$ cat src/rtl/uart_tx_feeder_pkg.sv
// Shared UART definitions: transmit-feeder FSM encoding, default FIFO depth
// and baud-divider width.
package uart_tx_feeder_pkg;

    localparam int unsigned DEFAULT_DEPTH = 16;
    localparam int unsigned BAUD_DIV_W    = 16;

    typedef enum logic [1:0] {
        ST_IDLE   = 2'd0,
        ST_LAUNCH = 2'd1,
        ST_WAIT   = 2'd2
    } tx_state_e;

endpackage

$ cat src/rtl/uart_tx_feeder_sync_fifo.sv
// Single-clock circular FIFO with synchronous flush; level kept as its own
// counter so full/empty come straight from one register.
module sync_fifo #(
    parameter int unsigned WIDTH = 8,
    parameter int unsigned DEPTH = 16,
    parameter int unsigned LW    = $clog2(DEPTH) + 1
) (
    input  logic             clk,
    input  logic             rst_n,
    input  logic             flush,
    input  logic             wr_en,
    input  logic [WIDTH-1:0] wr_data,
    input  logic             rd_en,
    output logic [WIDTH-1:0] rd_data,
    output logic             full,
    output logic             empty,
    output logic [LW-1:0]    level
);

    localparam int unsigned AW = (DEPTH > 1) ? $clog2(DEPTH) : 1;

    logic [WIDTH-1:0] mem [DEPTH];
    logic [AW-1:0]    wr_ptr_q, wr_ptr_d;
    logic [AW-1:0]    rd_ptr_q, rd_ptr_d;
    logic [LW-1:0]    level_q, level_d;
    logic             push, pop;

    assign full    = (level_q == LW'(DEPTH));
    assign empty   = (level_q == '0);
    assign level   = level_q;
    assign rd_data = mem[rd_ptr_q];

    // flush wins over both ports: a same-cycle write is discarded
    assign push = wr_en && !full && !flush;
    assign pop  = rd_en && !empty && !flush;

    always_comb begin
        wr_ptr_d = wr_ptr_q;
        rd_ptr_d = rd_ptr_q;
        level_d  = level_q;
        if (flush) begin
            wr_ptr_d = '0;
            rd_ptr_d = '0;
            level_d  = '0;
        end else begin
            if (push) wr_ptr_d = wr_ptr_q + AW'(1);
            if (pop)  rd_ptr_d = rd_ptr_q + AW'(1);
            case ({push, pop})
                2'b10:   level_d = level_q + LW'(1);
                2'b01:   level_d = level_q - LW'(1);
                default: level_d = level_q;
            endcase
        end
    end

    always_ff @(posedge clk or negedge rst_n) begin
        if (!rst_n) begin
            wr_ptr_q <= '0;
            rd_ptr_q <= '0;
            level_q  <= '0;
        end else begin
            wr_ptr_q <= wr_ptr_d;
            rd_ptr_q <= rd_ptr_d;
            level_q  <= level_d;
        end
    end

    always_ff @(posedge clk) begin
        if (push) mem[wr_ptr_q] <= wr_data;
    end

endmodule

$ cat src/rtl/uart_tx_feeder.sv
// Feeds bytes from a bus-side FIFO to a UART transmitter, one start_tx
// pulse per byte, holding data_tx until the transmitter reports done_tx.
module uart_tx_feeder
    import uart_tx_feeder_pkg::*;
#(
    parameter int unsigned DEPTH = DEFAULT_DEPTH,
    parameter int unsigned LW    = $clog2(DEPTH) + 1
) (
    input  logic          clk,
    input  logic          rst_n,
    input  logic          en,
    input  logic          flush,
    input  logic          wr_en,
    input  logic [7:0]    wr_data,
    input  logic          clr_ovf,
    input  logic          done_tx,
    output logic          start_tx,
    output logic [7:0]    data_tx,
    output logic          full,
    output logic          empty,
    output logic [LW-1:0] level,
    output logic          busy,
    output logic          overflow
);

    tx_state_e  state_q, state_d;
    logic       start_q, start_d;
    logic       busy_q, busy_d;
    logic       ovf_q, ovf_d;
    logic [7:0] data_q, data_d;
    logic       fifo_rd_en;
    logic [7:0] fifo_rd_data;
    logic       fifo_full, fifo_empty;

    sync_fifo #(
        .WIDTH (8),
        .DEPTH (DEPTH),
        .LW    (LW)
    ) u_fifo (
        .clk     (clk),
        .rst_n   (rst_n),
        .flush   (flush),
        .wr_en   (wr_en),
        .wr_data (wr_data),
        .rd_en   (fifo_rd_en),
        .rd_data (fifo_rd_data),
        .full    (fifo_full),
        .empty   (fifo_empty),
        .level   (level)
    );

    // Pop happens on the IDLE->LAUNCH edge; start_tx is a registered
    // copy of "in LAUNCH", so done_tx never reaches start_tx combinationally.
    always_comb begin
        state_d    = state_q;
        start_d    = 1'b0;
        busy_d     = busy_q;
        data_d     = data_q;
        fifo_rd_en = 1'b0;
        case (state_q)
            ST_IDLE: begin
                if (en && !fifo_empty) begin
                    fifo_rd_en = 1'b1;
                    data_d     = fifo_rd_data;
                    state_d    = ST_LAUNCH;
                    start_d    = 1'b1;
                    busy_d     = 1'b1;
                end
            end
            ST_LAUNCH: begin
                state_d = ST_WAIT;
            end
            ST_WAIT: begin
                if (done_tx) begin
                    state_d = ST_IDLE;
                    busy_d  = 1'b0;
                end
            end
            default: begin
                state_d = ST_IDLE;
                busy_d  = 1'b0;
            end
        endcase
    end

    always_comb begin
        ovf_d = ovf_q;
        if (clr_ovf) begin
            ovf_d = 1'b0;
        end else if (wr_en && fifo_full) begin
            ovf_d = 1'b1;
        end
    end

    always_ff @(posedge clk or negedge rst_n) begin
        if (!rst_n) begin
            state_q <= ST_IDLE;
            start_q <= 1'b0;
            busy_q  <= 1'b0;
            data_q  <= 8'h00;
            ovf_q   <= 1'b0;
        end else begin
            state_q <= state_d;
            start_q <= start_d;
            busy_q  <= busy_d;
            data_q  <= data_d;
            ovf_q   <= ovf_d;
        end
    end

    assign start_tx = start_q;
    assign data_tx  = data_q;
    assign busy     = busy_q;
    assign overflow = ovf_q;
    assign full     = fifo_full;
    assign empty    = fifo_empty;

endmodule

$ cat config.mk
export PLATFORM = sky130hd
export DESIGN_NAME = uart_tx_feeder
export DESIGN_NICKNAME = d
export VERILOG_FILES = /design/src/rtl/uart_tx_feeder_pkg.sv /design/src/rtl/uart_tx_feeder_sync_fifo.sv /design/src/rtl/uart_tx_feeder.sv
export SDC_FILE = /design/constraint.sdc
export NUM_CORES = 1
export LEC_CHECK = 0
export ABC_AREA = 1
export BUFFER_PORTS_ARGS = -buffer_cell sky130_fd_sc_hd__buf_2
export CAP_MARGIN = 40
export CORE_UTILIZATION = 57
export DETAILED_ROUTE_END_ITERATION = 16
export GPL_ROUTABILITY_DRIVEN = 0
export PLACE_DENSITY = 0.75
export SLEW_MARGIN = 25
export SYNTH_ARGS = -nofsm -noshare
export SYNTH_HDL_FRONTEND = slang
export SYNTH_SLANG_ARGS = --single-unit
$ cat constraint.sdc
create_clock -name clk -period 2.7 [get_ports clk]
set_clock_uncertainty 0.05 [all_clocks]
set_input_delay 0.27 -clock clk [delete_from_list [all_inputs] [get_ports clk]]
set_output_delay 0.27 -clock clk [all_outputs]
set_load 0.02 [all_outputs]
# After elaboration in Yosys (flattened, before gate mapping)
# Memory sizes are Yosys's and may differ from the RTL's. A register that Yosys moved wholly into a read port is not among the register bits.
# Index checks and enable logic that the tools add are counted.
# word_totals
mem_bits_rw	128
register_bits	18
output_inout_bits	18
mem_count	1
elab_cells	57
in_bits	15
# mem_list
memory	words	word_bits	rd	rd_ports_with_merged_regs	write_ports	line_no	rtl
u_fifo.mem	16	8	1	1	1	uart_tx_feeder_sync_fifo.sv:22	logic [WIDTH-1:0] mem [DEPTH];
# op_classes
add_sub_neg	4
eq_ne	7
n_mux	18
n_reduce_logical	19
bitwise	1
# op_table
op	count
$mux W4	4
$pmux W5 S2	1
$add A4 B1 Y4 const B	2
$mux W1	8
$logic_and A1 B1 Y1	6
$pmux W2 S3	1
$reduce_bool A2 Y1	3
$add A5 B1 Y5 const B	1
$eq A5 B5 Y1 const B	1
$logic_not A5 Y1	1
$mux W5	1
$sub A5 B1 Y5 const B	1
$eq A2 B1 Y1 const B	2
$eq A2 B2 Y1 const B	2
$logic_not A1 Y1	4
$mux W2	2
$ne A2 B2 Y1 const B	2
$reduce_and A2 Y1	2
$pmux W1 S3	1
$reduce_and A3 Y1	1
$reduce_bool A3 Y1	1
$logic_not A2 Y1	1
$not A1 Y1	1

# Longest topological paths before layout
# Gate-level depths: netlist of run 1.
# depth
depth_word	10
ltp_mapped	16
ltp_nobuf	16

# By module
# Synthesis of run 1 repeated with hierarchy kept, for this count alone.
# hier_totals
hier_cells	551
hier_area_um2	6493.7
# modules_own_cells
module	area_each_um2	cells_per_inst	seq_area_each_um2	n_inst
sync_fifo	5988.2	500	4169.0	1
uart_tx_feeder	505.5	51	325.3	1

# Worst setup path before layout of run 1
# Ideal clock, no wire load.
# synth_timing
kind	register to register
from	reg u_fifo.level_q[1], in the netlist u_fifo.level[1]
to	reg u_fifo.level_q[3], in the netlist u_fifo.level[3]
path_stages_with_launch	13
arrival_ns	1.998
required_ns	2.529
synth_period_minus_slack_ns	2.169
path_slack_ns	0.531
setup_time_ns	0.121
n_path_buf	0
cell_sequence	dfrtp_1 -> nor2_1 -> nand3_1 -> nand3_1 -> inv_1 -> nand2_1 -> inv_1 -> ha_1 -> a21oi_1 -> nand2_1 -> or2_2 -> nand3_1 -> o21ai_1
# synth_between
elab_chain_len	10
word_cells_on_any_way	18
cone_classes	add/sub (2); eq/ne (3); mux (4); reduce/logical (9)
# synth_rtl
element	line_no	rtl
from (decl)	uart_tx_feeder_sync_fifo.sv:25	logic [LW-1:0] level_q, level_d;
from (signal assigned)	uart_tx_feeder_sync_fifo.sv:64	level_q <= level_d;
$logic_not A5 Y1	uart_tx_feeder_sync_fifo.sv:29	assign empty = (level_q == '0);
$logic_not A1 Y1	uart_tx_feeder_sync_fifo.sv:35, uart_tx_feeder.sv:62	
$logic_and A1 B1 Y1	uart_tx_feeder.sv:62	if (en && !fifo_empty) begin
$mux W1	uart_tx_feeder.sv:62	
$mux W1	uart_tx_feeder.sv:60	case (state_q)
$logic_and A1 B1 Y1 (2 in series)	uart_tx_feeder_sync_fifo.sv:35	assign pop = rd_en && !empty && !flush;
$eq A2 B1 Y1 or $eq A2 B2 Y1 (tied branches)	uart_tx_feeder_sync_fifo.sv:48	case ({push, pop})
$pmux W5 S2	uart_tx_feeder_sync_fifo.sv:48	
$mux W5	uart_tx_feeder_sync_fifo.sv:41	if (flush) begin
# Several ways; a longest one is shown, not always the timed one.
# A chain may end at the register's enable or synchronous reset.

# Worst setup path in the final report of run 1
# Same ends and word-level chain as after synthesis.

==> impl_summary.md, run 1 <==
Floorplan
For this configuration, the core starts out at a cell density of 58.4%. The area of the die is 12100 um2. The floorplan has 39 rows.

The die is 110 um wide. In this run the vertical extent of the chip is 110 um. For this design the top-level I/O count stands at 33.

The area of the placeable core is 11400 um2.

Synthesis
By count the netlist is led by 241 x nand2_1, 128 x edfxtp_1, 73 x nand3_1. The xor and xnor fraction of the mapped netlist area is 0.131%. After Yosys synthesis, and, or, nand and nor cells account for 23.0% of the synthesized area. The synthesized design contains 128 enable-type register cells. The complex-gate fraction of the synthesized area is 2.68%. By instance count, the leading cell after synthesis is nand2_1.

The synthesized netlist occupies a cell area of 6660 um2. The post-synthesis cell type count is 26. The fraction of the mapped netlist area in adder cells is 1.80%. The mux contribution to synthesized area is 0%. The largest area contributor in the synthesized netlist is edfxtp_1. The post-synthesis sequential area ratio is 67.4%.

By area, the combinational part of the netlist is dominated by simple AND/OR/NAND/NOR gates. The synthesized design devotes to its leading area cell type 57.7% of total area. The average cell area after synthesis is 10.4 um2.

Counting every instance in the synthesized netlist gives 639. For this run, the leading register cell type out of synthesis is edfxtp_1. The flip-flop and latch count after synthesis is 154. By area the synthesized netlist is led by edfxtp_1 58%, nand2_1 14%, dfrtp_1 9.8%. The count of synthesis-stage warnings from yosys is 0. The net count of the mapped netlist is 663.

The fraction of registers with async set or reset after synthesis is 16.9%.

Detailed routing
After detailed routing, the average wire length per cell comes to 18.2 um. The via-per-instance ratio is 5.66. The count of nets left with antenna violations once routing finished came out at 0. The detailed router finished its first iteration with 548 violations.

The number of design rule violations left after detail routing is 0. The number of search-and-repair iterations in the first detailed-routing pass is 6. The detailed-route via count is 4736.

Wires add up to 15300 um.

Run status
The flow ran to the end, and the final reports show no timing, DRC or antenna violations.

Clock network
The clock buffer count from CTS is 17. The number of instances resized during post-cts repair is 0. The master cell of the clock root buffer is clkbuf_16.

No sink is reached through more buffers than the 2 on the longest clock path. The tree built by TritonCTS fans out to 154 sinks. The TritonCTS clock tree is yes. Clock-pin slew was measured on the worst setup and hold paths at 0.06 ns. The buffers inserted during post-CTS setup optimization is 0.

The insertion delay to the later sink of the worst-skew pair is 0.42 ns. After clock tree synthesis, the flow added hold-fix buffers numbering 2. The clock tree synthesis step divided the H-tree into 4 levels.

Critical path
Across all register-to-register paths, the minimum setup slack is 0.30 ns. Data on the critical path arrives at its endpoint at 2.66 ns. The number of cells traversed by the worst register-to-register path is 12.

The startpoint kind of the worst setup timing path is a register. In this design, the largest share of critical-path delay is due to simple AND/OR/NAND/NOR gates. On the critical path, the stage with the largest delay is an instance of dfrtp_1. The capture instance of the worst register-to-register path is u_fifo.level[3]. In this run the worst path has a maximum fanout of 4. The count of buffering cells on the critical path with inverters included is 2. The most used cell along the critical path is nand3_1. The largest stage delay on the critical path is 0.42 ns.

The critical path runs through a total of 12 cells. STA classifies the critical path endpoint as a register. The launch point of the worst reg-to-reg path is u_fifo.level[1]. The worst setup path is of the reg2reg kind. Traced cell by cell, the critical path runs through nor2_1 > nand3_1 > nand3_1 > inv_1 > nand2_1 > inv_1 > ha_1 > a21oi_1 > nand2_1 > or2_2 > nand3_1 > o21ai_1. The data required time of the worst path is 2.96 ns.

Finish
0 antenna diodes ended up in the layout. The post-layout net count is 705. The post-route netlist has 12.8% of its cells at a drive strength greater than 1. The relative area change from synthesis to final layout is 13.3%.

Timing
The relative slew slack is 49.3%. In the final timing run, aggregate negative setup slack is 0 ns. In the finished design, the share of the clock period the worst path needs comes to 89.0%. The maximum clock rate is 416 MHz. The total count of hold-check failures in the final report was 0. Setup repair after global routing left no endpoint under its margin.

The final count of pins violating max slew is 0. The actual slew at the worst max-slew pin is 0.758 ns. The post-route worst hold slack is 0.0902 ns. For the finished layout, the period the worst path requires is 2.40 ns. The setup-violating endpoint count in the final report is 0.

Power
The switching fraction of total power is 32.9%. The power dissipated by switching net loads is 0.00230 W. The power share of the combinational group is 25.7%.

The power per cell area is 926 nW/um2. The internal power of the cells is 0.00469 W. The peak supply drop is 583 uV.

The proportion of power drawn by flip-flops and latches is 40.7%. After layout, the design draws a total of 0.00699 W. The clock network accounts for 33.5% of the total power. The static leakage is 3.17 nW.

Global routing
The largest net degree at the start of global routing is 67. The wire length of the first global-routing pass is 23500 um. The global-route total usage across every layer is 27.2%. The initial antenna violation count is 0.

The number of global-route vias before repair is 4482. The overall overflow remaining after global route is 0.

Job
The tool flagged a number of max-cap violations equal to 0.

Placement
Summed over all nets, the half-perimeter wirelength after detailed placement is 9740 um. During placement, the flow inserted port buffers numbering 32.

Hold path
The tightest min-delay check is of the in2reg type. The beginning of the worst hold path is flush. The worst hold path stage count is 3. The path with the worst hold slack has its endpoint at u_fifo.rd_ptr_q[2].
-- logic make-up (layout without fill, tap and decap cells) --
group                    Yosys count  after routing
XOR/XNOR                           1              1
adder cells (fa/ha/maj)            9              9
buffers and inverters             65            120
AND/OR/NAND/NOR                  376            376
flip-flops                       154            154
AO/OA/AOI/OAI                     34             34
-- flip-flops by register name (all words and copies together) (netlist names) --
signal,count
overflow,1
busy,1
data_tx,8
u_fifo.level,5
u_fifo.wr_ptr_q,4
state_q,2
start_tx,1
u_fifo.mem,128
u_fifo.rd_ptr_q,4
-- through the flow --
step           worst slack [ns]  util, %  instance area [um2]  instances
2_1_floorplan             0.531        -                 6660        639
4_1_cts                   0.355     66.2                 7550        837
3_5_place_dp              0.364     60.8                 6940        803
5_1_grt                  0.0997     66.2                 7550        837
6_report                  0.296     66.2                 7550        837
3_3_place_gp              0.529     60.8                 6940        803
-- cell usage in the layout (no fill, tap or decap), types with 3 or more instances in the layout --
| cell | instances |
|---|---|
| edfxtp_1 | 128 |
| nand2_2 | 3 |
| buf_2 | 32 |
| a21oi_1 | 5 |
| clkbuf_1 | 3 |
| clkinv_1 | 3 |
| ha_1 | 8 |
| clkinv_2 | 3 |
| nor3_1 | 6 |
| nor2_1 | 49 |
| nand3_1 | 73 |
| clkbuf_16 | 20 |
| nand2_1 | 241 |
| buf_4 | 16 |
| inv_1 | 31 |
| o21ai_0 | 18 |
| dfrtp_1 | 25 |
| o21ai_1 | 8 |
| inv_2 | 4 |
-- cell type report --
class / count / area, um2
sequential: 154 / 4500
multi-input combinational: 420 / 1840
fill: 853 / 3860
tap: 143 / 179
timing repair buffer: 50 / 300
inverter: 38 / 143
clock inverter: 9 / 83.8
clock buffer: 23 / 512
-- per-layer routing --
layer / GRT usage [%] / routed length, um
met3: 5.35 / 1410
met5: 0 / 0
met4: 10.7 / 314
met2: 44.8 / 7810
met1: 36.0 / 5720
-- worst min-delay path, stage by stage --
cell and delay (ns):
buf_2 0.11, a21oi_1 0.05, o21a_1 0.09
-- worst max path at each step --
stage | from | endpoint
floorplan | u_fifo.level[1] | u_fifo.level[3]
global placement | u_fifo.level[1] | u_fifo.level[3]
detailed placement | u_fifo.level[1] | u_fifo.level[3]
CTS | u_fifo.level[1] | u_fifo.level[3]
global route | u_fifo.level[1] | u_fifo.level[3]
finish | u_fifo.level[1] | u_fifo.level[3]
-- power groups by stage --
stage	registers (W)	logic (W)	clock network, W
floorplan	0.00300	0.00119	0
global placement	0.00287	0.00172	0
detailed placement	0.00289	0.00177	0
CTS	0.00285	0.00179	0.00235
global route	0.00286	0.00200	0.00245
finish	0.00285	0.00180	0.00234
No activity file was read; power rests on OpenSTA's default activity.
==> run 2: changes to the inputs <==
REMOVE_ABC_BUFFERS = 1   (was default)
==> impl_summary.md, run 2 (synthesis gave the netlist of run 1 again) <==
Floorplan
The area of the placeable core was 11400 um2 (unchanged). The x dimension of the die came to 110 um (unchanged). The number of rows in the core area is 39 (unchanged). The die span in y came to 110 um (unchanged).

The initial core utilization is 58.4% (unchanged). The number of ports placed on the die boundary came to 33 (unchanged). The area of the die is 12100 um2 (unchanged).

Clock network
The buffers inserted during post-CTS setup optimization is 0 (unchanged). The maximum root-to-sink buffer count is 2 (unchanged). The master cell of the clock root buffer is clkbuf_16 (unchanged).

The number of clock sinks seen by CTS is 154 (unchanged). The clock buffer count from CTS was 17 (unchanged). The clock edge transition at the registers on the reported setup and hold paths came to 0.06 ns (about the same). The insertion delay to the later sink of the worst-skew pair was 0.42 ns (about the same). The TritonCTS clock tree is yes (unchanged). The level count of the clock H-tree is 4 (unchanged).

Finish
The combined area of the multi-input logic cells is 1840 um2 (about the same). The proportion of layout cells with a drive suffix above 1 came to 13.1% (was 12.8%). The relative area change from synthesis to final layout was 14.3% (was 13.3%). The register name with the most flops is u_fifo.mem (unchanged).

The post-layout net count is 706 (was 705). Commonest cells after routing, fill and taps aside: 241 x nand2_1, 128 x edfxtp_1, 73 x nand3_1 (unchanged). The most common library cell in the layout ignoring fill and taps is nand2_1 (unchanged). The number of filler cells placed in the layout was 846 (was 853). The flip-flop count of the largest register, all copies and words added came to 128 (unchanged).

The number of antenna cells inserted is 0 (unchanged). The storage element area is 4500 um2 (unchanged).

Timing
The total count of hold-check failures in the final report was 0 (unchanged). The final critical-path share of the clock period came to 90.8% (was 89.0%). The final count of pins violating max slew is 0 (unchanged). RSZ-0062 raised after global routing: no (unchanged).

The time the worst path needs with I/O delays and setup is 2.45 ns (was 2.40 ns). The actual slew at the worst max-slew pin came to 0.796 ns (was 0.758 ns). The setup-violating endpoint count in the final report is 0 (unchanged). The relative slew slack is 46.8% (was 49.3%). The maximum clock rate was 408 MHz (was 416 MHz). The setup TNS after final layout came to 0 ns (unchanged).

Critical path
The launching element of the worst setup path is u_fifo.level[1] (unchanged). The endpoint of the worst setup timing path is u_fifo.level[3] (unchanged). The worst endpoint data arrival time came to 2.71 ns (was 2.66 ns). The startpoint kind of the worst setup timing path is a register (unchanged).

The endpoint class of the critical path is a register (unchanged). The category of the critical setup timing path is reg2reg (unchanged). The data required time of the worst path was 2.96 ns (about the same). The launch point of the worst reg-to-reg path is u_fifo.level[1] (unchanged).

The capture instance of the worst register-to-register path is u_fifo.level[3] (unchanged). The number of cells traversed by the worst register-to-register path came to 12 (unchanged). The setup slack of the worst register-to-register path was 0.25 ns (was 0.30 ns). The critical-path maximum fanout is 4 (unchanged).

Power
The peak supply drop is 562 uV (was 583 uV). The static leakage is 3.21 nW (was 3.17 nW). The internal power of the cells was 0.00492 W (was 0.00469 W).

The switching fraction of total power was 31.9% (was 32.9%). The part of the power in the clock network is 35.5% (was 33.5%). The power dissipated by switching net loads came to 0.00231 W (was 0.00230 W).

The post-layout total power is 0.00722 W (was 0.00699 W). The power share of the combinational group came to 24.8% (was 25.7%). The proportion of power drawn by flip-flops and latches is 39.6% (was 40.7%). The power per cell area is 949 nW/um2 (was 926 nW/um2).

Run status
Status: finished, final reports clean (unchanged).

Placement
The post-DP HPWL came to 9570 um (was 9740 um). The quantity of I/O buffers inserted on ports is 32 (unchanged).

Global routing
The met1 layer usage reported by global route is 37.9% (was 36.0%). The met3 capacity usage during global routing was 5.06% (was 5.35%). The number of global-route vias before repair is 4419 (was 4482). The most congested layer reported by global routing is met2 (unchanged). The overall overflow remaining after global route came to 0 (unchanged). The global-route total usage across every layer is 27.2% (about the same). The global routing met2 resource utilization came to 43.6% (was 44.8%). The wire length of the first global-routing pass is 23300 um (was 23500 um). The largest net degree at the start of global routing is 61 (was 67). The initial antenna violation count is 0 (unchanged).

Hold path
The worst hold path stage count came to 3 (unchanged). The beginning of the worst hold path is flush (unchanged). The class of the worst hold path is in2reg (unchanged).

Detailed routing
The remaining antenna violation count was 0 (unchanged). The number of design rule violations left after detail routing is 0 (unchanged). The detail-routed net length per standard cell was 18.2 um (about the same). The detailed-route via count is 4684 (was 4736). The number of search-and-repair iterations in the first detailed-routing pass is 6 (unchanged). The aggregate routed wire length is 15200 um (was 15300 um). The via-per-instance ratio is 5.59 (was 5.66).

The number of DRC violations after detailed-routing iteration 0 is 450 (was 548).

Job
The max capacitance violation total is 0 (unchanged).
-- run 2: changes by cell type in the layout (fill, tap and decap cells not counted), sizes merged --
cell	change
bufinv	+4
clkbuf	-2
clkinv	+1
clkinvlp	-1
inv	-1
-- run 2: cell type report --
type / count / area share, %
flip-flops and latches: 154 / 59.0
clock buffers: 20 / 5.73
inverters: 38 / 1.87
repair buffers: 51 / 4.21
well taps: 143 / 2.35
multi-input cells: 420 / 24.2
clock inverters: 12 / 2.61
-- run 2: critical path: stages (launching register included) --
cell,delay [ns]
dfrtp_1,0.43
nor2_2,0.15
nand3_1,0.16
nand3_1,0.13
inv_1,0.08
nand2_1,0.13
inv_1,0.10
ha_1,0.35
a21oi_1,0.19
nand2_1,0.11
or2_2,0.30
nand3_1,0.08
o21ai_1,0.08
-- run 2: power by group through the flow --
stage | combinational (W) | clock (W) | sequential (W)
2_1_floorplan | 0.000945 | 0 | 0.00310
3_3_place_gp | 0.00169 | 0 | 0.00289
3_5_place_dp | 0.00175 | 0 | 0.00290
4_1_cts | 0.00178 | 0.00257 | 0.00285
5_1_grt | 0.00201 | 0.00268 | 0.00288
6_report | 0.00180 | 0.00257 | 0.00286
-- run 2: metal layers --
layer	wire length, um	share of wire, %
met5	0	0
met4	234	1.5
met3	1260	8.2
met2	7590	50
met1	6150	40
-- run 2: worst min-delay path by stage --
stage / endpoint / slack, ns
floorplan: busy / -0.08
detailed placement: data_tx[5] / 0.25
CTS: busy / 0.1
global route: u_fifo.rd_ptr_q[2] / 0.11
global placement: data_tx[5] / 0.25
finish: u_fifo.rd_ptr_q[2] / 0.10
-- run 2: through the flow --
step	cells	hold WS, ns	utilization, %	cell area [um2]	setup WS [ns]
finish	838	0.101	66.7	7620	0.248
global route	838	0.109	66.7	7620	0.0482
CTS	836	0.0971	66.5	7600	0.265
detailed placement	802	0.253	60.8	6940	0.315
global placement	802	0.248	60.8	6940	0.528
floorplan	612	-0.0756	-	6480	0.0246
-- run 2: what timing repair did --
action                     CTS  global route
resized for setup            0             1
hold endpoints to repair    27             0
hold buffers                 2             0
setup endpoints to repair    0             1
